`src/rtl/rename_dispatch_ss.sv`:
```
// rename_dispatch_ss: SS-wide rename/dispatch with intra-group bypass, CDB wakeup and partial dispatch.
// The renamed group is registered into a single output stage that feeds the reservation station.
module rename_dispatch_ss #(
   parameter int SS         = 2,
   parameter int PR_ENTRIES = 64,
   parameter int ROB_DEPTH  = 8,
   parameter int NCDB       = 1,
   localparam int PRW = $clog2(PR_ENTRIES),
   localparam int RBW = $clog2(ROB_DEPTH),
   localparam int CW  = $clog2(SS + 1),
   localparam int FCW = $clog2(PR_ENTRIES + 1)
) (
   input  logic                          clk,
   input  logic                          rst,
   input  logic                          flush,
   input  logic [SS-1:0]                 in_valid,
   input  logic [SS-1:0][4:0]            in_rs1,
   input  logic [SS-1:0][4:0]            in_rs2,
   input  logic [SS-1:0][4:0]            in_rd,
   input  logic [SS-1:0]                 in_rs1_needed,
   input  logic [SS-1:0]                 in_rs2_needed,
   input  logic [SS-1:0]                 in_rd_we,
   output logic [CW-1:0]                 pop_count,
   input  logic [SS-1:0][PRW-1:0]        rat_rs1,
   input  logic [SS-1:0][PRW-1:0]        rat_rs2,
   input  logic [SS-1:0]                 rat_rs1_rdy,
   input  logic [SS-1:0]                 rat_rs2_rdy,
   output logic [SS-1:0]                 rat_we,
   output logic [SS-1:0][4:0]            rat_wr_arch,
   output logic [SS-1:0][PRW-1:0]        rat_wr_preg,
   input  logic [SS-1:0][PRW-1:0]        free_preg,
   input  logic [FCW-1:0]                free_count,
   output logic [CW-1:0]                 free_pop,
   input  logic [RBW-1:0]                rob_tail,
   input  logic [RBW:0]                  rob_space,
   input  logic [CW-1:0]                 rs_space,
   input  logic [NCDB-1:0]               cdb_valid,
   input  logic [NCDB-1:0][PRW-1:0]      cdb_preg,
   output logic [SS-1:0]                 out_valid,
   output logic [SS-1:0][PRW-1:0]        out_prs1,
   output logic [SS-1:0][PRW-1:0]        out_prs2,
   output logic [SS-1:0][PRW-1:0]        out_prd,
   output logic [SS-1:0][RBW-1:0]        out_rob_id,
   output logic [SS-1:0]                 out_src1_rdy,
   output logic [SS-1:0]                 out_src2_rdy
);
   int                        w_n;
   int                        w_free;
   logic [SS-1:0]             w_alloc;
   logic [SS-1:0][PRW-1:0]    w_newp;
   logic [SS-1:0][PRW-1:0]    w_prs1, w_prs2, w_prd;
   logic [SS-1:0][RBW-1:0]    w_rob;
   logic [SS-1:0]             w_rdy1, w_rdy2;
   logic [SS-1:0]             r_valid, r_rdy1, r_rdy2;
   logic [SS-1:0][PRW-1:0]    r_prs1, r_prs2, r_prd;
   logic [SS-1:0][RBW-1:0]    r_rob;

   // Returns {ready, preg}: zero/unused source, then youngest earlier in-group writer, then RAT with CDB wakeup.
   function automatic logic [PRW:0] resolve(int j, logic [4:0] r, logic nd, logic [PRW-1:0] rp, logic rr,
                                            logic [SS-1:0] al, logic [SS-1:0][4:0] rd,
                                            logic [SS-1:0][PRW-1:0] np);
      logic [PRW:0] res;
      res = {rr, rp};
      for (int c = 0; c < NCDB; c++)
         if (cdb_valid[c] && cdb_preg[c] == rp) res[PRW] = 1'b1;
      for (int i = 0; i < SS; i++)
         if (i < j && al[i] && rd[i] == r) res = {1'b0, np[i]};
      if (!nd || r == 5'd0) res = {1'b1, {PRW{1'b0}}};
      return res;
   endfunction

   // Capacity limits are all monotone in k, so the group is the longest prefix that still fits.
   always_comb begin
      int   a;
      logic go;
      a      = 0;
      go     = ~(rst | flush);
      w_n    = 0;
      w_free = 0;
      for (int j = 0; j < SS; j++) begin
         w_alloc[j] = in_valid[j] & in_rd_we[j] & (in_rd[j] != 5'd0);
         w_newp[j]  = '0;
         for (int k = 0; k < SS; k++)
            if (k == a) w_newp[j] = free_preg[k];
         go = go & in_valid[j] & (j + 1 <= int'(rob_space)) & (j + 1 <= int'(rs_space))
                 & (a + int'(w_alloc[j]) <= int'(free_count));
         if (go) begin
            w_n    = j + 1;
            w_free = w_free + int'(w_alloc[j]);
         end
         a = a + int'(w_alloc[j]);
      end
   end

   always_comb begin
      for (int j = 0; j < SS; j++) begin
         {w_rdy1[j], w_prs1[j]} = resolve(j, in_rs1[j], in_rs1_needed[j], rat_rs1[j], rat_rs1_rdy[j],
                                          w_alloc, in_rd, w_newp);
         {w_rdy2[j], w_prs2[j]} = resolve(j, in_rs2[j], in_rs2_needed[j], rat_rs2[j], rat_rs2_rdy[j],
                                          w_alloc, in_rd, w_newp);
         rat_we[j] = w_alloc[j] && j < w_n;
         for (int k = 0; k < SS; k++)
            if (k > j && k < w_n && w_alloc[k] && in_rd[k] == in_rd[j]) rat_we[j] = 1'b0;
         rat_wr_arch[j] = in_rd[j];
         rat_wr_preg[j] = w_newp[j];
         w_prd[j]       = w_alloc[j] ? w_newp[j] : '0;
         w_rob[j]       = rob_tail + RBW'(j);
      end
   end

   assign pop_count = CW'(w_n);
   assign free_pop  = CW'(w_free);

   always_ff @(posedge clk or posedge rst) begin
      if (rst) begin
         r_valid <= '0;
         r_prs1  <= '0;
         r_prs2  <= '0;
         r_prd   <= '0;
         r_rob   <= '0;
         r_rdy1  <= '0;
         r_rdy2  <= '0;
      end else begin
         for (int j = 0; j < SS; j++) begin
            r_valid[j] <= j < w_n;
            if (j < w_n) begin
               r_prs1[j] <= w_prs1[j];
               r_prs2[j] <= w_prs2[j];
               r_prd[j]  <= w_prd[j];
               r_rob[j]  <= w_rob[j];
               r_rdy1[j] <= w_rdy1[j];
               r_rdy2[j] <= w_rdy2[j];
            end
         end
      end
   end

   assign out_valid    = r_valid;
   assign out_prs1     = r_prs1;
   assign out_prs2     = r_prs2;
   assign out_prd      = r_prd;
   assign out_rob_id   = r_rob;
   assign out_src1_rdy = r_rdy1;
   assign out_src2_rdy = r_rdy2;
endmodule

```
`config.mk`:
```
export PLATFORM = sky130hd
export DESIGN_NAME = rename_dispatch_ss
export DESIGN_NICKNAME = d
export VERILOG_FILES = /design/src/rtl/rename_dispatch_ss.sv
export SDC_FILE = /design/constraint.sdc
export NUM_CORES = 1
export LEC_CHECK = 0
export CAP_MARGIN = 20
export CORE_MARGIN = 2
export CORE_UTILIZATION = 37
export CTS_CLUSTER_SIZE = 10
export DETAILED_ROUTE_END_ITERATION = 10
export MAX_ROUTING_LAYER = met4
export PLACE_DENSITY = 0.8
export SYNTH_ARGS = -nofsm -noshare
export SYNTH_HDL_FRONTEND = slang
export SYNTH_SLANG_ARGS = --single-unit
```
`constraint.sdc`:
```
create_clock -name clk -period 6.9 [get_ports clk]
set_input_delay 1.725 -clock clk [delete_from_list [all_inputs] [get_ports clk]]
set_output_delay 1.725 -clock clk [all_outputs]
set_load 0.1 [all_outputs]
```
==> flow_metrics.env <==
export IMPL_antennaDiodeCount=0
export IMPL_cts_hold_buf=0
export IMPL_post_route_period_util=0.973
export IMPL_p_per_area_nw_per_um2=249
export IMPL_drc=0
export IMPL_grt_util_met3=0.0504
export IMPL_coreArea_um2=7650
export IMPL_h_tree_depth=2
export IMPL_synth_area_leaders="dfrtp_1, xor2_1, nand2_1, o2bb2ai_1, xnor2_1"
export IMPL_post_synth_cell_area_avg_um2=9.73
export IMPL_firstDrtPassIters=4
export IMPL_skew_ns=0
export IMPL_mostFrequentLayoutCells="clkdlybuf4s50_1, nand2_1, dfrtp_1"
export IMPL_synth_cell_types=40
export IMPL_die_width_um=92.5
export IMPL_grt_pass1_vias=3000
export IMPL_grt_busiest_layer="met2"
export IMPL_leakagePower_nw=2.05
export IMPL_vias_per_cell=5.06
export IMPL_rsz0062_at_grt="false"
export IMPL_row_count=32
export IMPL_cp_max_fo=19
export IMPL_vias=2886
export IMPL_clk_latency_ns=0.30
export IMPL_drtIter0Drc=124
export IMPL_max_freq_mhz=149
export IMPL_dieArea_um2=8560
export IMPL_grt_usage=0.239
export IMPL_port_buffers=179
export IMPL_cts_resized=0
export IMPL_gr_usage_met1=0.289
export IMPL_antenna_left=0
export IMPL_vdd_ir_drop_max_mv=0.136
export IMPL_ios=180
export IMPL_clk_path_buf_depth=2
export IMPL_min_path_type="reg -> reg"
export IMPL_maxCapViolCount=0
export IMPL_gp_congestion=0.872
export IMPL_maxSlewViolCount=0
export IMPL_postCtsSetupBuffers=0
export IMPL_status="finished, final reports clean"
export IMPL_cp_required_ns=5.18
export IMPL_final_setup_viol_count=0
export IMPL_syn_nets=408
export IMPL_grt_overflow_total=0
export IMPL_final_common_cell="clkdlybuf4s50_1"
export IMPL_hpwl_um=7780
export IMPL_synth_top_cell_by_area="dfrtp_1"
export IMPL_cts_sinks=48
export IMPL_worstMarginPinSlew_ns=1.02
export IMPL_synth_seq_cells=48
export IMPL_globalRouteMet2Util=0.415
export IMPL_cts_buffers=5
export IMPL_slew_headroom=0.317
export IMPL_start_util=0.379
export IMPL_stdcell_area_um2=4900
export IMPL_fin_nets=577
export IMPL_ys_seq_area_frac=0.414
export IMPL_hold_viol_final=0
export IMPL_cp_arrival_ns=4.99
export IMPL_synth_cell_area_um2=2900
export IMPL_drive_above_1_share=0.0791
export IMPL_root_buffer="clkbuf_8"
export IMPL_grt_max_degree=49
export IMPL_netlist_instances=298
export IMPL_yosysTopAreaCellShare=0.414
export IMPL_dieHeight_um=92.5
export IMPL_place_area_um2=4760
export IMPL_crit_type="in -> out"
export IMPL_whs_ns=0.477
export IMPL_yosys_warnings=0
export IMPL_area_growth_pct=69.0
export IMPL_antenna_found_initial=0
export IMPL_wl_per_cell_um=17.4
export IMPL_routed_wl_um=9940
export IMPL_clk_transition_reported_paths_ns=0.09
export IMPL_cp_start_kind="primary input"
export IMPL_grt_first_pass_wirelength_um=15600
export IMPL_tritoncts="yes"
export IMPL_fin_crit_ns=6.71
export IMPL_worstSetupEndpointType="output port"
## report_power, final
group	total (mW)	switching, mW	internal (mW)
Sequential	0.348	0.0250	0.323
Combinational	0.653	0.474	0.180
Clock	0.219	0.101	0.119
Total	1.22	0.599	0.621
## state kept, by name, indices dropped and copies added (netlist names)
signal	count
out_src1_rdy	2
out_prs2	12
out_src2_rdy	2
out_rob_id	6
out_prs1	12
out_prd	12
out_valid	2
## stage by stage
stage,cells,setup TNS (ns),util,power (mW),worst slack (ns)
floorplan,298,-0.0112,-,0.807,-0.0112
global placement,561,0,0.623,1.00,0.335
detailed placement,561,0,0.623,1.01,0.197
CTS,569,0,0.638,1.23,0.182
global route,570,0,0.641,1.26,0.0300
finish,570,0,0.641,1.22,0.190
## Yosys cell counts (all sizes together)
cell type and instances:
dfrtp 48, a41oi 2, a21o 1, or4 8
nor2 10, o41ai 2, nand4 2, nand3 27
a21oi 5, o31a 1, a211oi 1, and3 1
ha 6, mux2 7, buf 20, mux2i 13
o2111ai 2, o211ai 2, nand2 51, o311ai 1
o211a 1, o21a 2, xnor2 17, nor4 2
o2bb2ai 18, clkbuf 6, nor3b 1, nor3 3
o22a 3, xor2 23, o21ai 3, inv 8
nor2b 1
## final cells by class
cell class,instances,area [µm²]
Clock buffer,6,82.6
Clock inverter,2,38.8
Fill cell,646,2750
Inverter,8,35.0
Multi-Input combinational cell,216,1500
Sequential cell,48,1200
Tap cell,102,128
Timing Repair Buffer,188,1920
## layer usage
metal / vias to the layer above / wire length, µm
met5: - / 0
met3: 14 / 851
met2: 141 / 4890
met4: 0 / 138
li1: 1377 / -
met1: 1354 / 4070
## critical path, stage by stage
cell and delay (ns):
clkdlybuf4s50_1 0.44, or4_1 0.57, o211a_1 0.40, ha_1 0.35, inv_1 0.04, ha_1 0.27, nand2_1 0.05, o22a_1 0.21
o21ai_1 0.16, nand2_1 0.12, buf_4 0.27, nor2_2 0.19, buf_12 0.19
## cell families (layout without fill, tap and decap cells)
family	Yosys count	count (layout)	synth area share
simple gates	106	106	0.177
flops	48	48	0.414
compound gates	44	44	0.120
xor+xnor	40	40	0.121
buf+inv	34	204	0.0695
mux	20	20	0.0720
fa+ha+maj	6	6	0.0259
## worst paths after layout
kind	startpoint	endpoint	slack [ns]	cells past startpoint
worst min register to register	out_prs2[0]	out_prs2[0]	0.48	2
worst max-delay path	in_rd[3]	rat_we[1]	0.19	13
worst min-delay path	out_prs2[0]	out_prs2[0]	0.48	2
max in group asynchronous	rst	out_prd[11]	4.72	3
worst max register to register	out_rob_id[4]	out_rob_id[4]	6.15	1
min in group asynchronous	rst	out_valid[1]	1.69	2
No activity file was read; power rests on OpenSTA's default activity.
